### src/rtl/frontend_inst_queue_if.sv
// Handshake bundle between the fetch stage, the instruction queue and decode.
// The queue uses the slave modport; the fetch/decode side (or a bench) uses master.
interface frontend_inst_queue_if #(
   parameter int DATA_WIDTH = 80,
   parameter int DEPTH      = 16
);
   localparam int CW = $clog2(DEPTH) + 1;

   logic                    flush_i;
   logic                    write_valid_i;
   logic                    write_ready_o;
   logic [1:0]              write_num_i;
   logic [2*DATA_WIDTH-1:0] write_data_i;
   logic [1:0]              read_valid_o;
   logic                    read_ready_i;
   logic [1:0]              read_num_i;
   logic [2*DATA_WIDTH-1:0] read_data_o;
   logic [CW-1:0]           count_o;

   modport master (
      output flush_i, write_valid_i, write_num_i, write_data_i, read_ready_i, read_num_i,
      input  write_ready_o, read_valid_o, read_data_o, count_o
   );

   modport slave (
      input  flush_i, write_valid_i, write_num_i, write_data_i, read_ready_i, read_num_i,
      output write_ready_o, read_valid_o, read_data_o, count_o
   );
endinterface

### src/rtl/frontend_inst_queue.sv
// Banked 2-write/2-read instruction queue between icache fetch and decode.
// Define FRONTEND_INST_QUEUE_BYPASS_EN to forward writes straight to the read side when empty.
module frontend_inst_queue #(
   parameter int DATA_WIDTH = 80,
   parameter int DEPTH      = 16
) (
   input  logic                  clk,
   input  logic                  rst,
   frontend_inst_queue_if.slave  bus
);
   localparam int PW   = $clog2(DEPTH);
   localparam int CW   = PW + 1;
   localparam int ROWS = DEPTH / 2;

   typedef logic [DATA_WIDTH-1:0] entry_t;

   logic [PW-1:0] r_wptr;
   logic [PW-1:0] r_rptr;
   logic [CW-1:0] r_count;
   entry_t        r_bank0 [ROWS];
   entry_t        r_bank1 [ROWS];

   entry_t        w_wslot0, w_wslot1, w_st0, w_st1, w_rd0, w_rd1;
   logic          w_wr_acc;
   logic [1:0]    w_wnum, w_rreq, w_avail, w_pop, w_store, w_rvalid;
   logic [PW-2:0] w_wrow, w_wrow_n, w_rrow, w_rrow_n;

   assign w_wslot0 = bus.write_data_i[DATA_WIDTH-1:0];
   assign w_wslot1 = bus.write_data_i[2*DATA_WIDTH-1:DATA_WIDTH];

   // Even/odd entries live in different banks, so a pair never collides on one bank.
   assign w_wrow   = r_wptr[PW-1:1];
   assign w_wrow_n = w_wrow + 1'b1;
   assign w_rrow   = r_rptr[PW-1:1];
   assign w_rrow_n = w_rrow + 1'b1;

   assign bus.write_ready_o = (r_count <= CW'(DEPTH - 2));
   assign w_wr_acc = bus.write_valid_i && bus.write_ready_o && !bus.flush_i;
   assign w_wnum   = w_wr_acc ? (bus.write_num_i[1] ? 2'd2 : bus.write_num_i) : 2'd0;
   assign w_rreq   = bus.read_ready_i ? (bus.read_num_i[1] ? 2'd2 : bus.read_num_i) : 2'd0;
   assign w_avail  = (r_count >= CW'(2)) ? 2'd2 : r_count[1:0];

   // NOTE: every signal driven here gets a default first, so no path can infer a latch.
   always_comb begin
      w_rd0    = r_rptr[0] ? r_bank1[w_rrow] : r_bank0[w_rrow];
      w_rd1    = r_rptr[0] ? r_bank0[w_rrow_n] : r_bank1[w_rrow];
      w_rvalid = {r_count >= CW'(2), r_count != '0};
      w_pop    = (w_rreq < w_avail) ? w_rreq : w_avail;
      w_store  = w_wnum;
      w_st0    = w_wslot0;
      w_st1    = w_wslot1;
`ifdef FRONTEND_INST_QUEUE_BYPASS_EN
      if (r_count == '0) begin
         // Entries consumed in the same cycle are never stored; only the remainder is written.
         w_rd0    = w_wslot0;
         w_rd1    = w_wslot1;
         w_rvalid = {w_wnum == 2'd2, w_wnum != 2'd0} & {2{!bus.flush_i}};
         w_pop    = 2'd0;
         w_store  = w_wnum - ((w_rreq < w_wnum) ? w_rreq : w_wnum);
         w_st0    = (w_wnum != w_store) ? w_wslot1 : w_wslot0;
      end
`endif
   end

   assign bus.read_valid_o = w_rvalid;
   assign bus.read_data_o  = {w_rd1, w_rd0};
   assign bus.count_o      = r_count;

   always_ff @(posedge clk or posedge rst) begin
      if (rst) begin
         r_wptr  <= '0;
         r_rptr  <= '0;
         r_count <= '0;
      end else if (bus.flush_i) begin
         r_wptr  <= '0;
         r_rptr  <= '0;
         r_count <= '0;
      end else begin
         r_wptr  <= r_wptr + PW'(w_store);
         r_rptr  <= r_rptr + PW'(w_pop);
         r_count <= r_count + CW'(w_store) - CW'(w_pop);
      end
   end

   // NOTE: the data banks carry no reset; stale rows are never observed because valid comes from count.
   always_ff @(posedge clk) begin
      if ((!r_wptr[0] && w_store != 2'd0) || (r_wptr[0] && w_store == 2'd2))
         r_bank0[r_wptr[0] ? w_wrow_n : w_wrow] <= r_wptr[0] ? w_st1 : w_st0;
      if ((r_wptr[0] && w_store != 2'd0) || (!r_wptr[0] && w_store == 2'd2))
         r_bank1[w_wrow] <= r_wptr[0] ? w_st0 : w_st1;
   end
endmodule
### src/flat_wrapper.sv
// flat-port wrapper written by rule: the top's interface ports become plain ports
module frontend_inst_queue_flat 
#(
   parameter int DATA_WIDTH = 80,
   parameter int DEPTH      = 16
)
  (clk, rst, bus_flush_i, bus_write_valid_i, bus_write_num_i, bus_write_data_i, bus_read_ready_i, bus_read_num_i, bus_write_ready_o, bus_read_valid_o, bus_read_data_o, bus_count_o);
  frontend_inst_queue_if #(.DATA_WIDTH(DATA_WIDTH), .DEPTH(DEPTH)) bus_i ();
  input  logic clk;
  input  logic rst;
  input wire logic [$bits(bus_i.flush_i)-1:0] bus_flush_i;
  input wire logic [$bits(bus_i.write_valid_i)-1:0] bus_write_valid_i;
  input wire logic [$bits(bus_i.write_num_i)-1:0] bus_write_num_i;
  input wire logic [$bits(bus_i.write_data_i)-1:0] bus_write_data_i;
  input wire logic [$bits(bus_i.read_ready_i)-1:0] bus_read_ready_i;
  input wire logic [$bits(bus_i.read_num_i)-1:0] bus_read_num_i;
  output wire logic [$bits(bus_i.write_ready_o)-1:0] bus_write_ready_o;
  output wire logic [$bits(bus_i.read_valid_o)-1:0] bus_read_valid_o;
  output wire logic [$bits(bus_i.read_data_o)-1:0] bus_read_data_o;
  output wire logic [$bits(bus_i.count_o)-1:0] bus_count_o;
  assign bus_i.flush_i = bus_flush_i;
  assign bus_i.write_valid_i = bus_write_valid_i;
  assign bus_i.write_num_i = bus_write_num_i;
  assign bus_i.write_data_i = bus_write_data_i;
  assign bus_i.read_ready_i = bus_read_ready_i;
  assign bus_i.read_num_i = bus_read_num_i;
  assign bus_write_ready_o = bus_i.write_ready_o;
  assign bus_read_valid_o = bus_i.read_valid_o;
  assign bus_read_data_o = bus_i.read_data_o;
  assign bus_count_o = bus_i.count_o;
  frontend_inst_queue #(.DATA_WIDTH(DATA_WIDTH), .DEPTH(DEPTH)) u_core (.clk(clk), .rst(rst), .bus(bus_i));
endmodule
### config.mk
export PLATFORM = sky130hd
export DESIGN_NAME = frontend_inst_queue_flat
export DESIGN_NICKNAME = d
export VERILOG_FILES = /design/src/rtl/frontend_inst_queue_if.sv /design/src/rtl/frontend_inst_queue.sv /design/src/flat_wrapper.sv
export SDC_FILE = /design/constraint.sdc
export NUM_CORES = 2
export LEC_CHECK = 0
export BUFFER_PORTS_ARGS = -buffer_cell sky130_fd_sc_hd__buf_2
export CORE_MARGIN = 2
export CORE_UTILIZATION = 50
export DETAILED_ROUTE_END_ITERATION = 8
export PLACE_DENSITY = 0.77
export SETUP_SLACK_MARGIN = 0.5
export SLEW_MARGIN = 20
export SYNTH_ARGS = -nofsm -noshare
export SYNTH_HDL_FRONTEND = slang
export SYNTH_SLANG_ARGS = --single-unit
### constraint.sdc
create_clock -name clk -period 7.5 [get_ports clk]
set_clock_uncertainty 0.15 [all_clocks]
set_input_delay 0.375 -clock clk [delete_from_list [all_inputs] [get_ports clk]]
set_output_delay 0.375 -clock clk [all_outputs]
set_load 0.02 [all_outputs]
==> results summary <==
The via count of the first global-routing pass came out at 33.5k. The register area share after synthesis is 0.675. The final setup TNS is 0 ps. The worst-case IR drop observed on VDD is 0.250 mV. The first routing iteration left 3,395 violations. The worst setup timing slack at the placement stage came out at 2900 ps.

The global-route congestion overflow total came out at 0. The critical setup path kind is flop to output port. The final weighted congestion in routability-driven placement is 0.789.

After filler insertion, the fill cell instance count of the layout stands at 8,219. The net switching component of the power came out at 6.08 mW. The cell that appears most often on the critical path is sky130_fd_sc_hd__buf_4. The number of search-and-repair iterations in the first detailed-routing pass came out at 8. The smallest clock period supported by the final layout is computed as 5300 ps.

The run finished with clean final reports. The die is 343 um tall. The worst setup path is launched from a flop.

The overall via count from detail_route is 33.1k. Entering global routing, the biggest net connects 181 pins. The post-synthesis cell type count came out at 42. The sequential group share of total power is 0.416. Leaving out fill and tap cells, the most frequent cell in the layout is sky130_fd_sc_hd__edfxtp_1. The total of buffers placed on input and output ports came out at 336. In the finished design, the share of the clock period the worst path needs comes to 0.707. The final number of max-transition violations is 0. In this run the worst hold path is classified as input pin to asynchronous set/reset pin. A synthesized cell averages 18.6 um2.

The share of final-layout standard cells stronger than drive strength 1 came out at 0.288. The fraction of power spent switching nets is 0.307. Summed over all nets, the half-perimeter wirelength after detailed placement is 81,900 um. The proportion of power drawn by the clock network came out at 0.316. On the worst path, the slowest cell contributes a delay of 890 ps. The hold slack came out at 71.5 ps. The first-pass GRT wire length came out at 216,000 um. The H-tree was split into 4 levels. The peak fanout along the critical path came out at 49. Yosys printed 0 warnings. Leaving out fill and tap cells, the most frequent cells in the layout are 1,280 x sky130_fd_sc_hd__edfxtp_1, 400 x sky130_fd_sc_hd__mux2i_1, 336 x sky130_fd_sc_hd__buf_2, 320 x sky130_fd_sc_hd__mux4_2, 242 x sky130_fd_sc_hd__dlygate4sd3_1. The internal portion of total power came out at 13.7 mW. The number of remaining DRC errors came out at 0. The number of sinks handled by clock tree synthesis came out at 1,293.

The area of the mapped netlist is 57,500 um2. TritonCTS built the clock tree. The total core area is 114,000 um2.

The sum of buffers and inverters on the critical path is 3. The number of setup violations in the final report is 0. The largest total area in the synthesized netlist belongs to sky130_fd_sc_hd__edfxtp_1. The detail route stage leaves a number of antenna-violating nets equal to 0. The clock buffer count from CTS came out at 134.

The detailed-route vias per instance is 6.30. Setup repair after global routing left no endpoint under its margin. Summing all non-filler instances in the final layout gives an area of 67,200 um2. The I/O pin total came out at 337. The die area is 118,000 um2. The number of synthesized register bits came out at 1,293. After technology mapping, the gate count stands at 3,088. By area the synthesized netlist is led by sky130_fd_sc_hd__edfxtp_1 67%, sky130_fd_sc_hd__mux4_2 13%, sky130_fd_sc_hd__mux2i_1 7.0%. The worst setup path startpoint is u_core.r_rptr[2]$_DFF_PP0_.

The number of nets at the end of the flow came out at 3,826. The top cell type's share of synthesized area is 0.669. The slew at the pin closest to its max-slew limit came out at 1150 ps. The critical path goes through buf_4 > buf_4 > mux4_2 > and2_1 > a211oi_1 > a21oi_1 > buf_2. The width of the chip came out at 343 um. The maximum clock frequency came out at 0.189 GHz.

The clock transition time at the flip-flop clock pins of the worst setup and hold paths came out at 60 ps. The cell sitting at the root of the clock tree is a sky130_fd_sc_hd__clkbuf_16. The power per cell area came out at 295 nW/um2. Buffers added to address setup during post-CTS repair amount to 0. The post-layout worst setup margin came out at 2200 ps. For the worst setup path, the data arrival time is 4780 ps. Broken down by cell family, the worst path's largest delay share belongs to buffers and inverters. The final count of hold timing violations came to 0. The slowest stage of the critical path belongs to the cell sky130_fd_sc_hd__dfrtp_4. In the final routed layout, each cell accounts on average for 28.3 um. At the worst endpoint, the required time is 6970 ps. The buffer levels on the longest clock path came out at 3. Summed over all layers, the routed wires come to 149,000 um. The layout overhead on the synthesized area is 16.9%. The number of nets in the synthesized netlist is 3,279. The share of total power dissipated in combinational logic is 0.268. After detailed placement, the total cell area comes to 60,700 um2. The number of max-capacitance violations reported is 0. The insertion delay of the later-clocked pin in the worst-skew pair is 750 ps. The number of antenna violations at the first check in global routing was 4.

The floorplan row count came out at 124. The worst register-to-register path begins at u_core.bus.count_o[4]$_DFF_PP0_. The worst setup path is captured at an output port. The global router's overall resource usage is 0.251. The headroom to the max-slew limit is 0.236.

The initial core utilization came out at 0.503. For this design the static power due to leakage is 21.1 nW.
[final timing paths]
kind | cells past startpoint | endpoint | slack [ps]
setup / recovery | 7 | bus_read_data_o[62] | 2200
hold / removal | 3 | u_core.bus.count_o[4]$_DFF_PP0_ | 70
setup reg to reg | 7 | u_core.r_bank1[2][45]$_DFFE_PP_ | 3150
hold reg to reg | 2 | u_core.r_wptr[2]$_DFF_PP0_ | 660
max in group asynchronous | 3 | u_core.r_rptr[1]$_DFF_PP0_ | 6710
min in group clk | 4 | u_core.r_wptr[0]$_DFF_PP0_ | 140
[cell type report]
type / instances / area [um2] / share of cell area
timing repair buffer: 638 / 4650 / 0.0693
clock buffer: 171 / 3530 / 0.0526
tap: 1512 / 1890 / 0.0282
antenna: 2 / 5.00 / 0.0000745
multi-input combinational: 1552 / 17700 / 0.263
inverter: 16 / 61.3 / 0.000912
sequential: 1293 / 38800 / 0.577
clock inverter: 68 / 574 / 0.00855
[registers in the layout, indices dropped and copies added (netlist names)]
name	cells
u_core.r_bank1	640
u_core.r_wptr	4
u_core.bus.count_o	5
u_core.r_rptr	4
u_core.r_bank0	640
[power groups by stage]
stage               Sequential (mW)  Combinational, mW  Clock [mW]
detailed placement             8.40               5.19           0
finish                         8.25               5.32        6.25
floorplan                      8.32               3.70           0
global placement               8.39               5.14           0
global route                   8.26               5.63        6.60
CTS                            8.25               5.33        6.33
[routing by layer]
layer / global-route usage / routed length, um / vias to the layer above
met5: 0 / 0 / -
met4: 0.100 / 5420 / 0
met3: 0.0427 / 11200 / 326
met2: 0.433 / 77100 / 1590
met1: 0.317 / 55000 / 17213
li1: - / - / 13938
[repair_timing]
item | CTS | global route
resized for setup | 0 | 0
hold endpoints to repair | 1306 | 0
hold buffers | 242 | 0
[synthesized netlist by cell type (all sizes together)]
library cell,number
a31oi,2
nand3,3
buf,123
inv,16
and2,84
clkbuf,104
or2,1
ha,18
nand2b,4
xnor2,6
and3b,1
nand3b,2
or3,1
a32oi,1
nor2,109
mux4,320
a211oi,80
nor3,3
o21ai,3
o22ai,1
dfrtp,13
a21oi,89
mux2i,400
edfxtp,1280
and3,1
nor2b,7
a2111oi,1
xor2,3
a22oi,160
nand2,5
a31o,80
fa,4
a21o,2
o31ai,1
mux2,160
[per-stage QoR]
| stage | std cells | total power, mW | util |
|---|---|---|---|
| 2_1_floorplan | 3088 | 12.0 | - |
| 3_3_place_gp | 4769 | 13.5 | 0.531 |
| 3_5_place_dp | 4769 | 13.6 | 0.531 |
| 4_1_cts | 5250 | 19.9 | 0.588 |
| 5_1_grt | 5252 | 20.5 | 0.588 |
| 6_report | 5252 | 19.8 | 0.588 |
[cell families (layout without fill, tap and decap cells)]
logic type | after synthesis | in the layout | share of synthesized area
DFF | 1293 | 1293 | 0.675
muxes | 880 | 880 | 0.226
AOI/OAI and AO/OA | 420 | 420 | 0.0527
buffers and inverters | 243 | 893 | 0.0202
and+or+nand+nor | 221 | 221 | 0.0192
adders and majority gates | 22 | 22 | 0.00531
xor gates and xnor gates | 9 | 9 | 0.00150
other | 0 | 2 | 0
[worst min-delay path: cells and delay by family]
family   cells  cell delay, ps
buf+inv      3            1050
Power figures use the tool's default switching activity.
